==> src/rtl/ext_bus_bridge_pkg.sv <==
// Shared definitions for the external bus bridge.
//   bridge_state_t        : bridge FSM state encoding
//   BUS_ERR_RDATA_DEFAULT : read data returned with an error response
//   byte_en_legal()       : byte-lane / address alignment rule
package arvi_bus_pkg;

    typedef enum logic [1:0] {
        IDLE = 2'd0,
        REQ  = 2'd1,
        RESP = 2'd2
    } bridge_state_t;

    localparam logic [31:0] BUS_ERR_RDATA_DEFAULT = 32'h0000_0000;

    // Single lanes are legal at any address, halfword pairs need an even
    // address, and the full word needs a word-aligned address.
    function automatic logic byte_en_legal(input logic [1:0] addr_lo,
                                           input logic [3:0] byte_en);
        logic ok;
        case (byte_en)
            4'b0001, 4'b0010, 4'b0100, 4'b1000: ok = 1'b1;
            4'b0011, 4'b1100:                   ok = ~addr_lo[0];
            4'b1111:                            ok = (addr_lo == 2'b00);
            default:                            ok = 1'b0;
        endcase
        return ok;
    endfunction

endpackage

==> src/rtl/ext_bus_bridge_timeout_ctr.sv <==
// Timeout counter for one external bus transaction.
//   clk     : clock
//   rst_n   : synchronous active-low reset
//   clear   : restart the count at zero (has priority over enable)
//   enable  : count one cycle
//   expired : count has reached LIMIT-1
module bus_timeout_ctr #(
    parameter int LIMIT = 256
) (
    input  logic clk,
    input  logic rst_n,
    input  logic clear,
    input  logic enable,
    output logic expired
);

    localparam int          W    = (LIMIT > 1) ? $clog2(LIMIT) : 1;
    localparam logic [W-1:0] LAST = W'(LIMIT - 1);

    logic [W-1:0] count;

    // Holding at LAST keeps the counter from wrapping even if the owner
    // were to leave enable high past expiry.
    always_ff @(posedge clk) begin
        if (!rst_n) begin
            count <= '0;
        end else if (clear) begin
            count <= '0;
        end else if (enable && !expired) begin
            count <= count + 1'b1;
        end
    end

    assign expired = (count == LAST);

endmodule

==> src/rtl/ext_bus_bridge.sv <==
// Registered bridge from the memory controller request port to the off-core
// memory bus. One request at a time; illegal lane/alignment combinations are
// answered with an error without touching the bus, and every external
// transaction is bounded by a timeout.
//   i_clk, i_rst                : clock, synchronous active-low reset
//   i_bus_en .. i_byte_en       : upstream request (held until o_ack)
//   o_ack, o_rd_data, o_err     : one-cycle upstream response
//   o_err_addr                  : sticky address of the last errored request
//   o_bus_en .. o_byte_en       : external request, driven from flops
//   i_ack, i_rd_data            : external acknowledge and read data
module ext_bus_bridge
    import arvi_bus_pkg::*;
#(
    parameter int          TIMEOUT_CYCLES = 256,
    parameter logic [31:0] ERR_RDATA      = BUS_ERR_RDATA_DEFAULT
) (
    input  logic        i_clk,
    input  logic        i_rst,
    input  logic        i_bus_en,
    input  logic        i_wr_en,
    input  logic [31:0] i_wr_data,
    input  logic [31:0] i_addr,
    input  logic [3:0]  i_byte_en,
    output logic        o_ack,
    output logic [31:0] o_rd_data,
    output logic        o_err,
    output logic [31:0] o_err_addr,
    output logic        o_bus_en,
    output logic        o_wr_en,
    output logic [31:0] o_wr_data,
    output logic [31:0] o_addr,
    output logic [3:0]  o_byte_en,
    input  logic        i_ack,
    input  logic [31:0] i_rd_data
);

    bridge_state_t state, state_next;

    logic req_legal;
    logic load_req;
    logic cnt_clear;
    logic cnt_enable;
    logic cnt_expired;
    logic done_ok;
    logic done_err;

    assign req_legal = byte_en_legal(i_addr[1:0], i_byte_en);

    bus_timeout_ctr #(
        .LIMIT (TIMEOUT_CYCLES)
    ) u_timeout (
        .clk     (i_clk),
        .rst_n   (i_rst),
        .clear   (cnt_clear),
        .enable  (cnt_enable),
        .expired (cnt_expired)
    );

    always_ff @(posedge i_clk) begin
        if (!i_rst) begin
            state <= IDLE;
        end else begin
            state <= state_next;
        end
    end

    always_comb begin
        state_next = state;
        load_req   = 1'b0;
        cnt_clear  = 1'b0;
        cnt_enable = 1'b0;
        done_ok    = 1'b0;
        done_err   = 1'b0;
        case (state)
            IDLE: begin
                // Counter sits at zero while idle, so it starts clean in REQ.
                cnt_clear = 1'b1;
                if (i_bus_en) begin
                    if (req_legal) begin
                        load_req   = 1'b1;
                        state_next = REQ;
                    end else begin
                        done_err   = 1'b1;
                        state_next = RESP;
                    end
                end
            end
            REQ: begin
                cnt_enable = 1'b1;
                // An ack on the last allowed cycle still counts as success.
                if (i_ack) begin
                    done_ok    = 1'b1;
                    state_next = RESP;
                end else if (cnt_expired) begin
                    done_err   = 1'b1;
                    state_next = RESP;
                end
            end
            RESP: begin
                state_next = IDLE;
            end
            default: begin
                state_next = IDLE;
            end
        endcase
    end

    // External fields change only when a legal request is accepted, so they
    // are stable for the whole time o_bus_en is high. Response registers are
    // loaded on the edge entering RESP so they are valid during o_ack.
    always_ff @(posedge i_clk) begin
        if (!i_rst) begin
            o_bus_en   <= 1'b0;
            o_wr_en    <= 1'b0;
            o_wr_data  <= '0;
            o_addr     <= '0;
            o_byte_en  <= '0;
            o_ack      <= 1'b0;
            o_err      <= 1'b0;
            o_rd_data  <= '0;
            o_err_addr <= '0;
        end else begin
            o_bus_en <= (state_next == REQ);
            o_ack    <= done_ok | done_err;
            o_err    <= done_err;
            if (load_req) begin
                o_wr_en   <= i_wr_en;
                o_wr_data <= i_wr_data;
                o_addr    <= i_addr;
                o_byte_en <= i_byte_en;
            end
            if (done_ok) begin
                o_rd_data <= o_wr_en ? 32'h0000_0000 : i_rd_data;
            end else if (done_err) begin
                o_rd_data <= ERR_RDATA;
            end
            // Illegal requests never reach o_addr, so take their address
            // straight from the upstream port.
            if (done_err) begin
                o_err_addr <= (state == IDLE) ? i_addr : o_addr;
            end
        end
    end

endmodule

==> config.mk <==
export PLATFORM = sky130hd
export DESIGN_NAME = ext_bus_bridge
export DESIGN_NICKNAME = d
export VERILOG_FILES = /design/src/rtl/ext_bus_bridge_pkg.sv /design/src/rtl/ext_bus_bridge_timeout_ctr.sv /design/src/rtl/ext_bus_bridge.sv
export SDC_FILE = /design/constraint.sdc
export NUM_CORES = 1
export LEC_CHECK = 0
export CAP_MARGIN = 10
export CELL_PAD_IN_SITES_DETAIL_PLACEMENT = 0
export CELL_PAD_IN_SITES_GLOBAL_PLACEMENT = 2
export CORE_MARGIN = 3
export CORE_UTILIZATION = 24
export DETAILED_ROUTE_END_ITERATION = 12
export PLACE_DENSITY = 0.84
export SYNTH_ARGS = -nofsm -noshare
export SYNTH_HDL_FRONTEND = slang
export SYNTH_SLANG_ARGS = --single-unit
export TNS_END_PERCENT = 1
==> constraint.sdc <==
create_clock -name i_clk -period 2.55 [get_ports i_clk]
set_input_delay 0.255 -clock i_clk [delete_from_list [all_inputs] [get_ports i_clk]]
set_output_delay 0.255 -clock i_clk [all_outputs]
set_load 0.1 [all_outputs]
==> run metrics <==
Post-CTS Resized=0; #FFs+latches synth=approximately 150; number of global-route vias before repair=between 4k and 5k; Congestion Overflow GR=0; CP required=around 2.9 ns; Synth Flop Type=dfxtp_1; clock tree sinks=146; min Tclk post-route=1.96 ns; slowest stage delay, CP=approximately 0.58 ns; status=completed; TritonCTS clock tree=done; vias per inst=4.63; Leak=around 0.0036 µW; Filler cells=around 2.2k; Synth-to-Final Area Change=55.1%; CTS buffer count=17; worst-skew pair later-pin latency=~0.41 ns; Syn. warnings=0; WL final=around 17 mm; htree depth=4; layout cell share with drive strength beyond 1=0.228; Rel. slew slack=0.598; Yosys cell types=37; ANT nets after route=0; Max Slew Vio Count=0; synth top area cells=dfxtp_1, nand3_1, mux2i_1; post-DP HPWL=around 12 mm; largest net degree at the start of global routing=97; R2R cell count=6; GPL Wtd Cong=0.705; synthesized area=roughly 0.0055 mm²; Worst-Margin Slew=0.599 ns; first drt pass iteration count=4; switching share of power=0.335; cts-stage hold buffer count=0; critical-path cell list=clkdlybuf4s50_1 -> nor2_1 -> nor4_2 -> o31a_2 -> buf_12 -> nand3_1 -> o21ai_0; max-cap check violation count=0; slowest CP cell=clkdlybuf4s50_1; initial antenna violation count=0; Worst R2R Start=state[0]$_SDFF_PN0_; layout net count=approximately 900; Comb pwr share=0.240; clk buf depth=2; count leader, synth=dfxtp_1; Core Footprint=between 0.02 and 0.025 mm²; fin util=0.385; min-delay worst type=in -> reg; share of the synthesized area in the top cell type=0.530; net count after synthesis=703; Worst EP arrival=2.29 ns; Die Height=between 150 and 200 µm; worst reg-to-reg setup slack=approximately 0.76 ns; cell taking the most area after synthesis=dfxtp_1; fmax=between 500 and 600 MHz; row count=54; area of the die=~0.025 mm²; WL per Instance=15.6 µm; post-synthesis sequential area ratio=0.530; min-delay src=i_rst; postcts setup bufs=0; startpoint types=primary input; first-pass GRT wire length=between 20 and 30 mm; Reg power frac=0.353; P_sw=2350 µW; hold depth=3; die width=between 150 and 200 µm; Final period util=0.770; Initial DRC Count=between 200 and 250; initial core utilization=0.248; Clock Pin Slew Worst Setup and Hold Paths=0.06 ns; clock power share=0.407; Cells after Synth=a little under 600; Fin Hold WS=roughly 0.3 ns; Pint=between 4000 and 5000 µW; critical-path maximum fanout=66; setup TNS=0 ns; total power=between 7000 and 8000 µW; Top Ports=about 240; CP Class=in -> reg; VDD IR max=between 0.0003 and 0.0004 V; Root Driver=clkbuf_16; pwr dens=about 800 mW/mm²; Hold EP=o_wr_data[23]$_SDFFE_PN0P_; reg-to-reg endpoint=o_err_addr[17]$_SDFFE_PN0P_; n_diodes=0; DRC Markers=0; PortBufs=240; top cells by count, synth=dfxtp_1, nand2_1, nand3_1; async set-reset flop share out of synthesis=0; Clock Skew=0.00875 ns; Avg Synthesized Cell Area=9.24 µm²; total track usage=0.133; CP endpoint kind=flop; final hold violations=0; via count=~5.1k; Post-synth EDFFs=0; RSZ-0062 raised after global routing=false; final setup violation count=0
[critical path, delay by kind of cell]
kind / cells / cell delay [ns]
buffers and inverters: 2 / 0.87
AND/OR/NAND/NOR: 3 / 0.58
AO/OA/AOI/OAI: 2 / 0.52
[registers in the layout, indices dropped and copies added (netlist names), 2 cells and up]
| register | count |
|---|---|
| u_timeout.count | 8 |
| o_err_addr | 32 |
| o_rd_data | 32 |
| o_addr | 32 |
| state | 2 |
| o_wr_data | 32 |
| o_byte_en | 4 |
[per-stage QoR]
stage                     area [µm²]  cells  worst slack (ns)
final                           8560   1108             0.587
after global routing            8560   1108             0.416
after CTS                       8560   1108             0.611
after detailed placement        7880   1076             0.163
after global placement          7880   1076             0.202
after floorplan                 5520    597             0.757
[power groups by stage]
stage / clock network (µW) / logic (µW) / registers, µW
floorplan: 0 / 341 / 3380
detailed placement: 0 / 1690 / 2530
CTS: 2950 / 1700 / 2480
global placement: 0 / 1690 / 2530
global route: 3040 / 1760 / 2490
finish: 2860 / 1680 / 2480
[worst max path at each step]
stage	slack [ns]	start	end
6_report	0.59	i_byte_en[3]	o_addr[25]$_SDFFE_PN0P_
5_1_grt	0.42	i_byte_en[3]	o_wr_data[1]$_SDFFE_PN0P_
4_1_cts	0.61	i_addr[0]	o_err_addr[10]$_SDFFE_PN0P_
3_5_place_dp	0.16	i_addr[0]	o_err_addr[10]$_SDFFE_PN0P_
3_3_place_gp	0.20	i_addr[0]	o_err_addr[27]$_SDFFE_PN0P_
2_1_floorplan	0.76	state[0]$_SDFF_PN0_	o_err_addr[0]$_SDFFE_PN0P_
[metal layers]
layer / part of all wire / GRT usage
met1: 0.45 / 0.170
met2: 0.47 / 0.213
met3: 0.064 / 0.0437
met4: 0.017 / 0.0434
met5: 0 / 0
[cells in the final DEF, fill, tap and decap left out, types with 2 or more instances in the layout]
| cell type | instances |
|---|---|
| a21oi_1 | 35 |
| a22o_1 | 32 |
| and2_1 | 2 |
| and3b_1 | 2 |
| buf_12 | 6 |
| buf_4 | 143 |
| bufinv_16 | 5 |
| clkbuf_16 | 17 |
| clkbuf_8 | 2 |
| clkdlybuf4s50_1 | 103 |
| clkinv_4 | 2 |
| dfxtp_1 | 146 |
| inv_1 | 2 |
| inv_6 | 2 |
| inv_8 | 2 |
| mux2i_1 | 33 |
| nand2_1 | 75 |
| nand2b_1 | 2 |
| nand3_1 | 71 |
| nand4_1 | 2 |
| nor2_1 | 13 |
| nor3_1 | 3 |
| nor4_4 | 2 |
| o21ai_0 | 64 |
| o21ai_1 | 8 |
| o31ai_1 | 32 |
| xnor2_1 | 2 |
| xor2_1 | 3 |
[cell type report]
type	count	area [µm²]	area share
inverters	2	7.51	0.000877
clock inverters	13	220	0.0257
repair buffers	252	2220	0.260
flip-flops and latches	146	2920	0.342
well taps	280	350	0.0409
multi-input cells	396	2380	0.278
clock buffers	19	453	0.0529
[cell families (layout without fill, tap and decap cells)]
family          after synthesis  after routing  synth area share
buf+inv                      55            286            0.0442
compound gates              177            177             0.203
mux                          33             33            0.0599
simple gates                180            180             0.153
fa+ha+maj                     1              1           0.00227
xor+xnor                      5              5           0.00794
flops                       146            146             0.530
No activity file was read; power rests on OpenSTA's default activity.
